## config.mk

```make
export PLATFORM = sky130hd
export DESIGN_NAME = uscope_dma_writer
export DESIGN_NICKNAME = d
export VERILOG_FILES = /design/src/rtl/uscope_dma_pkg.sv /design/src/rtl/uscope_dma_write_channel.sv /design/src/rtl/uscope_dma_writer.sv
export SDC_FILE = /design/constraint.sdc
export NUM_CORES = 1
export LEC_CHECK = 0
export CAP_MARGIN = 40
export CORE_MARGIN = 3
export CORE_UTILIZATION = 39
export CTS_CLUSTER_DIAMETER = 40
export DETAILED_ROUTE_END_ITERATION = 16
export PLACE_DENSITY = 0.77
export SLEW_MARGIN = 20
export SYNTH_ARGS = -nofsm -noshare
export SYNTH_HDL_FRONTEND = slang
export SYNTH_SLANG_ARGS = --single-unit
```

## constraint.sdc

```tcl
create_clock -name clock_i -period 3.05 [get_ports clock_i]
set_input_delay 0.4575 -clock clock_i [delete_from_list [all_inputs] [get_ports clock_i]]
set_output_delay 0.4575 -clock clock_i [all_outputs]
set_load 0.02 [all_outputs]
```

## src/rtl/uscope_dma_pkg.sv

```systemverilog
// Shared types and constants for the uScope capture DMA writer.
package uscope_dma_pkg;

    typedef enum logic [2:0] {
        ST_IDLE      = 3'd0,
        ST_WAIT_DATA = 3'd1,
        ST_WRITE     = 3'd2,
        ST_RESP      = 3'd3,
        ST_DONE      = 3'd4
    } dma_wr_state_t;

    localparam int unsigned ADDR_STRIDE = 4;
    localparam logic [1:0]  BRESP_OKAY  = 2'b00;

endpackage

```

## src/rtl/uscope_dma_write_channel.sv

```systemverilog
// AXI-lite AW/W issue tracking: holds each valid until its own handshake and
// reports write_accepted once both address and data have been taken.
module uscope_dma_write_channel (
    input  logic clock_i,
    input  logic reset_i,
    input  logic start_i,
    input  logic awready_i,
    input  logic wready_i,
    output logic awvalid_o,
    output logic wvalid_o,
    output logic write_accepted_o
);

    logic aw_pend_q, aw_pend_d;
    logic w_pend_q,  w_pend_d;
    logic aw_done_q, aw_done_d;
    logic w_done_q,  w_done_d;
    logic aw_hs, w_hs;

    assign aw_hs     = aw_pend_q & awready_i;
    assign w_hs      = w_pend_q & wready_i;
    assign awvalid_o = aw_pend_q;
    assign wvalid_o  = w_pend_q;

    // The channels may finish in either order; a handshake in the current
    // cycle counts so the FSM can leave WRITE on the completing edge.
    assign write_accepted_o = (aw_done_q | aw_hs) & (w_done_q | w_hs);

    always_comb begin
        aw_pend_d = aw_pend_q;
        w_pend_d  = w_pend_q;
        aw_done_d = aw_done_q;
        w_done_d  = w_done_q;
        if (start_i) begin
            aw_pend_d = 1'b1;
            w_pend_d  = 1'b1;
            aw_done_d = 1'b0;
            w_done_d  = 1'b0;
        end else begin
            if (aw_hs) begin
                aw_pend_d = 1'b0;
                aw_done_d = 1'b1;
            end
            if (w_hs) begin
                w_pend_d = 1'b0;
                w_done_d = 1'b1;
            end
            if (write_accepted_o) begin
                aw_done_d = 1'b0;
                w_done_d  = 1'b0;
            end
        end
    end

    always_ff @(posedge clock_i or posedge reset_i) begin
        if (reset_i) begin
            aw_pend_q <= 1'b0;
            w_pend_q  <= 1'b0;
            aw_done_q <= 1'b0;
            w_done_q  <= 1'b0;
        end else begin
            aw_pend_q <= aw_pend_d;
            w_pend_q  <= w_pend_d;
            aw_done_q <= aw_done_d;
            w_done_q  <= w_done_d;
        end
    end

endmodule

```

## src/rtl/uscope_dma_writer.sv

```systemverilog
// Capture-buffer writer: turns the acquisition sample stream into single-beat
// AXI-lite writes at base + 4*index and pulses dma_done at end of buffer.
module uscope_dma_writer
    import uscope_dma_pkg::*;
#(
    parameter int unsigned DATA_WIDTH  = 32,
    parameter int unsigned ADDR_WIDTH  = 32,
    parameter int unsigned COUNT_WIDTH = 16
) (
    input  logic                      clock_i,
    input  logic                      reset_i,
    input  logic                      arm_i,
    input  logic [ADDR_WIDTH-1:0]     buffer_base_i,
    input  logic [COUNT_WIDTH-1:0]    n_samples_i,
    input  logic [DATA_WIDTH-1:0]     s_data_i,
    input  logic                      s_valid_i,
    input  logic                      s_tlast_i,
    output logic                      s_ready_o,
    output logic [ADDR_WIDTH-1:0]     m_awaddr_o,
    output logic [2:0]                m_awprot_o,
    output logic                      m_awvalid_o,
    input  logic                      m_awready_i,
    output logic [DATA_WIDTH-1:0]     m_wdata_o,
    output logic [DATA_WIDTH/8-1:0]   m_wstrb_o,
    output logic                      m_wvalid_o,
    input  logic                      m_wready_i,
    input  logic [1:0]                m_bresp_i,
    input  logic                      m_bvalid_i,
    output logic                      m_bready_o,
    output logic [ADDR_WIDTH-1:0]     m_araddr_o,
    output logic [2:0]                m_arprot_o,
    output logic                      m_arvalid_o,
    input  logic                      m_arready_i,
    input  logic [DATA_WIDTH-1:0]     m_rdata_i,
    input  logic [1:0]                m_rresp_i,
    input  logic                      m_rvalid_i,
    output logic                      m_rready_o,
    output logic                      dma_done_o,
    output logic                      busy_o,
    output logic [COUNT_WIDTH-1:0]    samples_written_o,
    output logic                      bus_error_o
);

    dma_wr_state_t state_q, state_d;

    logic [ADDR_WIDTH-1:0]  base_q, base_d;
    logic [COUNT_WIDTH-1:0] n_q, n_d;
    logic [COUNT_WIDTH-1:0] count_q, count_d;
    logic [DATA_WIDTH-1:0]  beat_q, beat_d;
    logic                   tlast_q, tlast_d;
    logic                   bus_error_q, bus_error_d;
    logic                   start_write;
    logic                   write_accepted;
    logic                   unused_read_side;

    // Read channels are never used by this block.
    assign unused_read_side = ^{m_arready_i, m_rdata_i, m_rresp_i, m_rvalid_i};
    assign m_araddr_o  = '0;
    assign m_arprot_o  = '0;
    assign m_arvalid_o = 1'b0;
    assign m_rready_o  = 1'b0;

    uscope_dma_write_channel u_write_channel (
        .clock_i          (clock_i),
        .reset_i          (reset_i),
        .start_i          (start_write),
        .awready_i        (m_awready_i),
        .wready_i         (m_wready_i),
        .awvalid_o        (m_awvalid_o),
        .wvalid_o         (m_wvalid_o),
        .write_accepted_o (write_accepted)
    );

    always_comb begin
        state_d     = state_q;
        base_d      = base_q;
        n_d         = n_q;
        count_d     = count_q;
        beat_d      = beat_q;
        tlast_d     = tlast_q;
        bus_error_d = bus_error_q;
        start_write = 1'b0;
        unique case (state_q)
            ST_IDLE: begin
                if (arm_i && (n_samples_i != '0)) begin
                    state_d     = ST_WAIT_DATA;
                    base_d      = {buffer_base_i[ADDR_WIDTH-1:2], 2'b00};
                    n_d         = n_samples_i;
                    count_d     = '0;
                    bus_error_d = 1'b0;
                end
            end
            ST_WAIT_DATA: begin
                if (s_valid_i) begin
                    beat_d      = s_data_i;
                    tlast_d     = s_tlast_i;
                    start_write = 1'b1;
                    state_d     = ST_WRITE;
                end
            end
            ST_WRITE: begin
                if (write_accepted) begin
                    state_d = ST_RESP;
                end
            end
            ST_RESP: begin
                if (m_bvalid_i) begin
                    count_d = count_q + COUNT_WIDTH'(1);
                    if (m_bresp_i != BRESP_OKAY) begin
                        bus_error_d = 1'b1;
                    end
                    if ((count_d == n_q) || tlast_q) begin
                        state_d = ST_DONE;
                    end else begin
                        state_d = ST_WAIT_DATA;
                    end
                end
            end
            ST_DONE: begin
                state_d = ST_IDLE;
            end
            default: begin
                state_d = ST_IDLE;
            end
        endcase
    end

    always_ff @(posedge clock_i or posedge reset_i) begin
        if (reset_i) begin
            state_q     <= ST_IDLE;
            base_q      <= '0;
            n_q         <= '0;
            count_q     <= '0;
            beat_q      <= '0;
            tlast_q     <= 1'b0;
            bus_error_q <= 1'b0;
        end else begin
            state_q     <= state_d;
            base_q      <= base_d;
            n_q         <= n_d;
            count_q     <= count_d;
            beat_q      <= beat_d;
            tlast_q     <= tlast_d;
            bus_error_q <= bus_error_d;
        end
    end

    // count only advances on a B handshake, so it doubles as samples_written.
    assign samples_written_o = count_q;
    assign bus_error_o       = bus_error_q;
    assign busy_o            = (state_q != ST_IDLE);
    assign s_ready_o         = (state_q == ST_WAIT_DATA);
    assign m_bready_o        = (state_q == ST_RESP);
    assign dma_done_o        = (state_q == ST_DONE);
    assign m_awaddr_o        = base_q + (ADDR_WIDTH'(count_q) * ADDR_WIDTH'(ADDR_STRIDE));
    assign m_awprot_o        = 3'b000;
    assign m_wdata_o         = beat_q;
    assign m_wstrb_o         = '1;

endmodule

```

; ---- Yosys cells after proc, flatten, opt, wreduce, memory -nomap -nowiden
; Cells that the tools add are included.
[totals]
regBits = 103
inputBits = 126
output_inout_bits = 131
[op_classes]
n_eq_ne = 10
n_bitwise = 5
n_addsub = 2
n_reduce_logical = 16
n_mux = 25
[ops]
columns = op, count
row1 = 32-bit by 18-bit adder with 32-bit output, 1
row2 = 16-bit two-way mux, 2
row3 = 16-bit one-hot mux with 2 select lines, 1
row4 = "16-bit by 1-bit adder with 16-bit output, second input constant", 1
row5 = 16-bit equality test, 1
row6 = 16-bit nonzero test, 1
row7 = 1-bit two-way mux, 15
row8 = 3-bit two-way mux, 5
row9 = 3-bit one-hot mux with 4 select lines, 1
row10 = 3-bit nonzero test, 3
row11 = 4-bit AND reduction, 2
row12 = 2-bit nonzero test, 4
row13 = "3-bit by 2-bit equality test with 1-bit output, second input constant", 2
row14 = "2-bit != test, second input constant", 3
row15 = "2-bit by 1-bit != test with 1-bit output, second input constant", 2
row16 = 2-bit AND reduction, 2
row17 = 1-bit AND, 3
row18 = "3-bit by 1-bit equality test with 1-bit output, second input constant", 1
row19 = "3-bit equality test, second input constant", 1
row20 = 3-bit logical NOT, 1
row21 = 3-bit AND reduction, 1
row22 = 1-bit bitwise OR, 2
row23 = 1-bit one-hot mux with 2 select lines, 1
row24 = 1-bit logical AND, 1
row25 = 1-bit logical OR, 1

; ---- Longest topological paths before layout
; Gate-level depths: netlist of run 1.
[depth]
ltp_word = 6
mapped_depth = 10

; ---- Modules after synthesis
; From an unflattened synthesis of run 1, not the netlist that was laid out.
[hier_totals]
cells_unflattened = 571
hier_area_um2 = 6028.3
[by_module_without_submodules]
columns = module, seq_area_each_um2, cells_each, n_inst, area_each_um2
row1 = uscope_dma_writer, 2477.4, 557, 1, 5864.4
row2 = uscope_dma_write_channel, 100.1, 14, 1, 163.9

; ---- Worst setup path after synthesis of run 1
; No wires, ideal clock.
[synth_timing]
kind = flip-flop to output port
startpoint = register count_q[0], in the netlist samples_written_o[0]
endpoint = output m_awaddr_o[30]
arrival_time_ns = 2.667
stages_incl_launch_ff = 11
required_ns = 2.592
slack_ns = -0.074
path_cell_list = dfrtp_1 ha_1 inv_1 fa_1 nor2b_1 o21a_1 o21ai_0 a21oi_1 o2111ai_1 a211oi_1 xor2_1
[synth_between]
elab_chain_len = 1
[synth_lines]
columns = item, line
row1 = "start, declared", uscope_dma_writer.sv:48  ; logic [COUNT_WIDTH-1:0] count_q, count_d;
row2 = "start signal, assigned", uscope_dma_writer.sv:141  ; count_q <= count_d;
row3 = 32-bit by 18-bit adder with 32-bit output, uscope_dma_writer.sv:155  ; assign m_awaddr_o = base_q + (ADDR_WIDTH'(count_q) * ADDR_WIDTH'(ADDR_STRIDE));
row4 = "end, declared", uscope_dma_writer.sv:19  ; output logic [ADDR_WIDTH-1:0] m_awaddr_o,
; No other way between the ends.

; ---- Worst setup path in the final report of run 1
[layout_timing]
startpoint = register base_q[2]
endpoint = output m_awaddr_o[24]
[layout_between]
elab_chain_len = 1
[layout_lines]
columns = item, line
row1 = "start, declared", uscope_dma_writer.sv:46  ; logic [ADDR_WIDTH-1:0] base_q, base_d;
row2 = "start signal, assigned", uscope_dma_writer.sv:139  ; base_q <= base_d;
row3 = 32-bit by 18-bit adder with 32-bit output, uscope_dma_writer.sv:155
; No other way between the ends.

==> results of run 1 <==
-- routing by layer --
metal  global-route usage [%]  share of wire, %  vias up
met5                        0                 0        -
met4                    7.260               2.3        0
met3                    6.382               8.1       23
met2                    29.39                48      159
met1                    22.93                41     2384
li1                         -                 -     2417
-- state kept, by name (all words and copies together), names as in the netlist --
name,count
base_q,30
bus_error_o,1
m_wdata_o,32
n_q,16
samples_written_o,16
state_q,3
tlast_q,1
u_write_channel.aw_done_q,1
u_write_channel.awvalid_o,1
u_write_channel.w_done_q,1
u_write_channel.wvalid_o,1
-- report_power, final --
part	total, mW	internal (mW)	switching (mW)
combinational	4.02	2.07	1.95
sequential	2.41	1.96	0.446
clock	1.13	0.573	0.562
total	7.56	4.60	2.96
-- worst register-to-register path: stages, from the launching register on --
cell                      delay, ps
sky130_fd_sc_hd__dfrtp_1        440
sky130_fd_sc_hd__buf_4          140
sky130_fd_sc_hd__buf_4          130
sky130_fd_sc_hd__ha_1           300
sky130_fd_sc_hd__nand2_1        150
sky130_fd_sc_hd__nor3_2         280
sky130_fd_sc_hd__nand3_1        180
sky130_fd_sc_hd__xnor2_1        210
sky130_fd_sc_hd__nand3_1        100
sky130_fd_sc_hd__o41a_1         350
sky130_fd_sc_hd__a21o_1         170
-- cells in the final DEF, fill, tap and decap left out, types with 20 or more instances in the layout --
cell type                           n
sky130_fd_sc_hd__nand3_1           20
sky130_fd_sc_hd__conb_1            46
sky130_fd_sc_hd__dfrtp_1          102
sky130_fd_sc_hd__mux2_2            78
sky130_fd_sc_hd__nor2_1            25
sky130_fd_sc_hd__buf_4             77
sky130_fd_sc_hd__xor2_1            22
sky130_fd_sc_hd__nand2_1           25
sky130_fd_sc_hd__clkdlybuf4s50_1  147
sky130_fd_sc_hd__o21ai_0           22
sky130_fd_sc_hd__xnor2_1           25
-- kinds of logic after synthesis --
family                   count (synthesis)
AND/OR/NAND/NOR                        136
flip-flops                             103
AO/OA/AOI/OAI                          102
buffers and inverters                   84
multiplexers                            79
XOR/XNOR                                49
adder cells (fa/ha/maj)                 18
other                                    2
-- cell usage after synthesis, types with 15 or more instances --
cell / count / area (um^2)
sky130_fd_sc_hd__a21oi_1: 21 / 105.1
sky130_fd_sc_hd__buf_4: 48 / 360.4
sky130_fd_sc_hd__dfrtp_1: 103 / 2577
sky130_fd_sc_hd__ha_1: 17 / 212.7
sky130_fd_sc_hd__inv_1: 15 / 56.30
sky130_fd_sc_hd__mux2_2: 78 / 878.3
sky130_fd_sc_hd__nand2_1: 25 / 93.84
sky130_fd_sc_hd__nand3_1: 21 / 105.1
sky130_fd_sc_hd__nor2_1: 26 / 97.59
sky130_fd_sc_hd__nor3_1: 17 / 85.08
sky130_fd_sc_hd__o21ai_0: 25 / 125.1
sky130_fd_sc_hd__xnor2_1: 27 / 236.5
sky130_fd_sc_hd__xor2_1: 22 / 192.7
-- stage by stage --
step,power (mW),util [%],TNS [ps]
after floorplan,4.695,-,0
after global placement,6.272,54.82,-2977
after detailed placement,6.359,54.82,-3358
after CTS,7.493,57.62,-1167
after global routing,8.043,58.59,-2900
final,7.561,58.59,-919.5
-- cell type report --
type | count | share of cell area, %
multi-input combinational | 430 | 38.46
sequential | 103 | 29.61
timing repair buffer | 239 | 25.27
tap | 184 | 2.643
clock buffer | 9 | 2.586
clock inverter | 7 | 0.7470
inverter | 15 | 0.6896
-- path summary, 6_finish.rpt --
kind                                                  start                          endpoint  depth (start not counted)
setup / recovery                      base_q[2]$_DFFE_PP0P_                    m_awaddr_o[24]                         13
hold / removal                      bus_error_o$_DFFE_PP0P_           bus_error_o$_DFFE_PP0P_                          2
setup reg to reg           samples_written_o[1]$_DFFE_PP0P_            state_q[0]$_DFFE_PP0P_                         10
hold reg to reg                     bus_error_o$_DFFE_PP0P_           bus_error_o$_DFFE_PP0P_                          2
max in group asynchronous                           reset_i  samples_written_o[0]$_DFFE_PP0P_                          3
min in group asynchronous                           reset_i            base_q[30]$_DFFE_PP0P_                          3
-- repair_timing --
item / in CTS / in global routing
buffers inserted: 7 / 6
pin swaps: 16 / 22
hold buffers: 0 / 0
resized for setup: 130 / 32
endpoints found under the setup margin: 25 / 25
==> impl_results.html, run 1 <==
<table>
<tr><th>Metric</th><th>Value</th></tr>
<tr><th colspan="2">Synth</th></tr>
<tr><td>Post-Synthesis Cells</td><td>about 570</td></tr>
<tr><td>Post-synthesis share of cell area spent on and, or, nand and nor gates</td><td>between 10% and 20%</td></tr>
<tr><td>Share of cell area taken by muxes after synthesis</td><td>about 15%</td></tr>
<tr><td>Sequential fraction of the synthesis area</td><td>about 43%</td></tr>
<tr><td>Synth Area in Adders</td><td>under 10%</td></tr>
<tr><td>Xor and xnor area share after synthesis</td><td>under 10%</td></tr>
<tr><td>Proportion of register bits with asynchronous set or reset after synthesis</td><td>between 90% and 100%</td></tr>
<tr><td>Dominant combinational cell family by area after synthesis</td><td>multiplexers</td></tr>
<tr><td>Mean area per synthesized cell</td><td>between 10 and 15 um^2</td></tr>
<tr><td>Post-synth EDFFs</td><td>0</td></tr>
<tr><td>Post-synthesis cell area</td><td>between 6000 and 7000 um^2</td></tr>
<tr><td>Primary flip-flop cell chosen by synthesis mapping</td><td>sky130_fd_sc_hd__dfrtp_1</td></tr>
<tr><td>Seq cells post-synth</td><td>about 100</td></tr>
<tr><td>Warnings from Yosys</td><td>0</td></tr>
<tr><td>Number of different library cells in the post-synthesis netlist</td><td>56</td></tr>
<tr><td>Synth Area in Compound Gates</td><td>between 10 and 15%</td></tr>
<tr><th colspan="2">Timing</th></tr>
<tr><td>Fmax</td><td>approximately 0.31 GHz</td></tr>
<tr><td>Max_slew headroom</td><td>between 50% and 60%</td></tr>
<tr><td>Hold Fails Final Rpt</td><td>0</td></tr>
<tr><td>Count of pins over their slew limit</td><td>0</td></tr>
<tr><td>Time the worst path needs with I/O delays and setup</td><td>~3200 ps</td></tr>
<tr><td>Hold WS</td><td>485.2 ps</td></tr>
<tr><td>Actual slew at the worst max-slew pin</td><td>roughly 700 ps</td></tr>
<tr><td>Minimum setup slack in the final design</td><td>-128.4 ps</td></tr>
<tr><td>Setup-violating endpoint count in the final report</td><td>13</td></tr>
<tr><td>Worst clock skew</td><td>8.718 ps</td></tr>
<tr><td>RSZ-0062 raised after global routing</td><td>yes</td></tr>
<tr><td>Final Cycle Share</td><td>104.2%</td></tr>
<tr><th colspan="2">Detailed routing</th></tr>
<tr><td>Post-DR vias/cell</td><td>roughly 5.0</td></tr>
<tr><td>Routed WL</td><td>approximately 16 mm</td></tr>
<tr><td>Total via count in the routed design</td><td>around 5,000</td></tr>
<tr><td>Number of iterations in the first detailed-routing pass</td><td>4</td></tr>
<tr><td>Drt first-iter violations</td><td>168</td></tr>
<tr><td>Final routed wire length divided by cell count</td><td>approximately 16 um</td></tr>
<tr><td>Count of nets left with antenna violations after detail routing</td><td>0</td></tr>
<tr><td>Number of design rule violations left after detail routing</td><td>0</td></tr>
<tr><th colspan="2">Place</th></tr>
<tr><td>Placed instance count</td><td>~960</td></tr>
<tr><td>Placed inst area</td><td>~8100 um^2</td></tr>
<tr><td>Post-DP HPWL</td><td>~12 mm</td></tr>
<tr><td>Weighted congestion at the end of routability-driven global placement</td><td>between 0.8 and 0.9</td></tr>
<tr><td>Placement-stage worst setup slack</td><td>-320.0 ps</td></tr>
<tr><td>Count of buffers inserted at the top-level ports</td><td>about 170</td></tr>
<tr><th colspan="2">Worst setup path</th></tr>
<tr><td>Slowest Stage Delay on Critical Path</td><td>between 300 and 400 ps</td></tr>
<tr><td>CP dominant cell by count</td><td>sky130_fd_sc_hd__buf_4</td></tr>
<tr><td>Category of the most critical setup path</td><td>flip-flop to output pin</td></tr>
<tr><td>Worst path top cell family by delay</td><td>compound AO/OA/AOI/OAI gates</td></tr>
<tr><td>Maximum fanout count along the critical path</td><td>5</td></tr>
<tr><td>Register-to-register path setup slack</td><td>500 ps</td></tr>
<tr><td>CP Launch Type</td><td>flip-flop</td></tr>
<tr><td>Data required time at the worst endpoint</td><td>2590 ps</td></tr>
<tr><td>Critical Path Slowest Stage Cell</td><td>sky130_fd_sc_hd__dfrtp_1</td></tr>
<tr><td>Type of element capturing the critical path</td><td>output pin</td></tr>
<tr><td>Crit-path cells</td><td>ha_4, inv_2, fa_2, nor2b_1, o21a_1, o21ai_2, a21oi_2, o2111ai_1, buf_4, buf_6, a21oi_4, xor2_1, buf_4</td></tr>
<tr><td>Data arrival time of the critical path</td><td>2720 ps</td></tr>
<tr><td>Buffer and inverter count on the worst path</td><td>4</td></tr>
<tr><th colspan="2">Power and ir drop</th></tr>
<tr><td>Leak</td><td>3.852 nW</td></tr>
<tr><td>Power density relative to cell area</td><td>868.1 nW/um^2</td></tr>
<tr><td>Worst vdd ir</td><td>0.0005799 V</td></tr>
<tr><th colspan="2">Global routing</th></tr>
<tr><td>Wire length of the first global-routing pass</td><td>24.93 mm</td></tr>
<tr><td>Total global routing overflow</td><td>0</td></tr>
<tr><td>Largest net degree at the start of global routing</td><td>104</td></tr>
<tr><td>Initial antenna violation count</td><td>0</td></tr>
<tr><td>Vias in the first global route</td><td>between 4,000 and 5,000</td></tr>
<tr><td>Overall fraction of global-route tracks in use</td><td>18.39%</td></tr>
<tr><th colspan="2">Clock tree</th></tr>
<tr><td>Deepest clock path buffer count</td><td>2</td></tr>
<tr><td>Clock tree from TritonCTS</td><td>done</td></tr>
<tr><td>CTS Buf Count</td><td>9</td></tr>
<tr><td>CTS Root Cell</td><td>sky130_fd_sc_hd__clkbuf_16</td></tr>
<tr><td>Clock latency at the later pin of the worst-skew pair</td><td>360 ps</td></tr>
<tr><td>Clock slew at reported path FFs</td><td>approximately 70 ps</td></tr>
<tr><td>Number of clock sinks seen by CTS</td><td>103</td></tr>
<tr><td>H-tree level count</td><td>3</td></tr>
<tr><th colspan="2">Floorplan</th></tr>
<tr><td>Number of I/O pins</td><td>between 200 and 300</td></tr>
<tr><td>Die Span Y</td><td>approximately 130 um</td></tr>
<tr><td>Die width</td><td>around 130 um</td></tr>
<tr><td>Std cell rows</td><td>44</td></tr>
<tr><td>Area enclosed by the die boundary</td><td>between 15,000 and 20,000 um^2</td></tr>
<tr><td>Core Box Area</td><td>14,860 um^2</td></tr>
<tr><td>Initial core utilization</td><td>about 41%</td></tr>
<tr><th colspan="2">Cells and area</th></tr>
<tr><td>Fill cells</td><td>1,227</td></tr>
<tr><td>Total area of multi-input combinational cells</td><td>between 3000 and 4000 um^2</td></tr>
<tr><td>Fraction of layout instances using a drive strength above 1</td><td>28.27%</td></tr>
<tr><td>Synth-to-layout area growth</td><td>43.73%</td></tr>
<tr><td>Post-route standard cell area excluding fillers</td><td>between 8000 and 9000 um^2</td></tr>
<tr><td>Layout net count</td><td>roughly 940</td></tr>
<tr><td>Antenna cell count</td><td>0</td></tr>
<tr><td>Area taken by flip-flops and latches</td><td>roughly 2600 um^2</td></tr>
<tr><td>Final standard cell count with taps included and fillers excluded</td><td>a little under 1,000</td></tr>
<tr><th colspan="2">Job</th></tr>
<tr><td>Reported max-cap violation count</td><td>0</td></tr>
<tr><th colspan="2">Outcome</th></tr>
<tr><td>Run status</td><td>complete, but fails checks</td></tr>
<tr><td>Violations in the final reports</td><td>setup timing</td></tr>
<tr><th colspan="2">Hold path</th></tr>
<tr><td>Hold crit path type</td><td>flip-flop to flip-flop</td></tr>
</table>
(Power assumes the default switching activity.)
==> run 2: changes to the inputs <==
--- a/config.mk
+++ b/config.mk
@@ -5,7 +5,7 @@
 export SDC_FILE = /design/constraint.sdc
 export NUM_CORES = 1
 export LEC_CHECK = 0
-export CAP_MARGIN = 40
+export CAP_MARGIN = 10
 export CORE_MARGIN = 3
 export CORE_UTILIZATION = 39
 export CTS_CLUSTER_DIAMETER = 40
==> results of run 2 <==
Same layout as run 1: the final DEF is identical, and so are final timing and power.
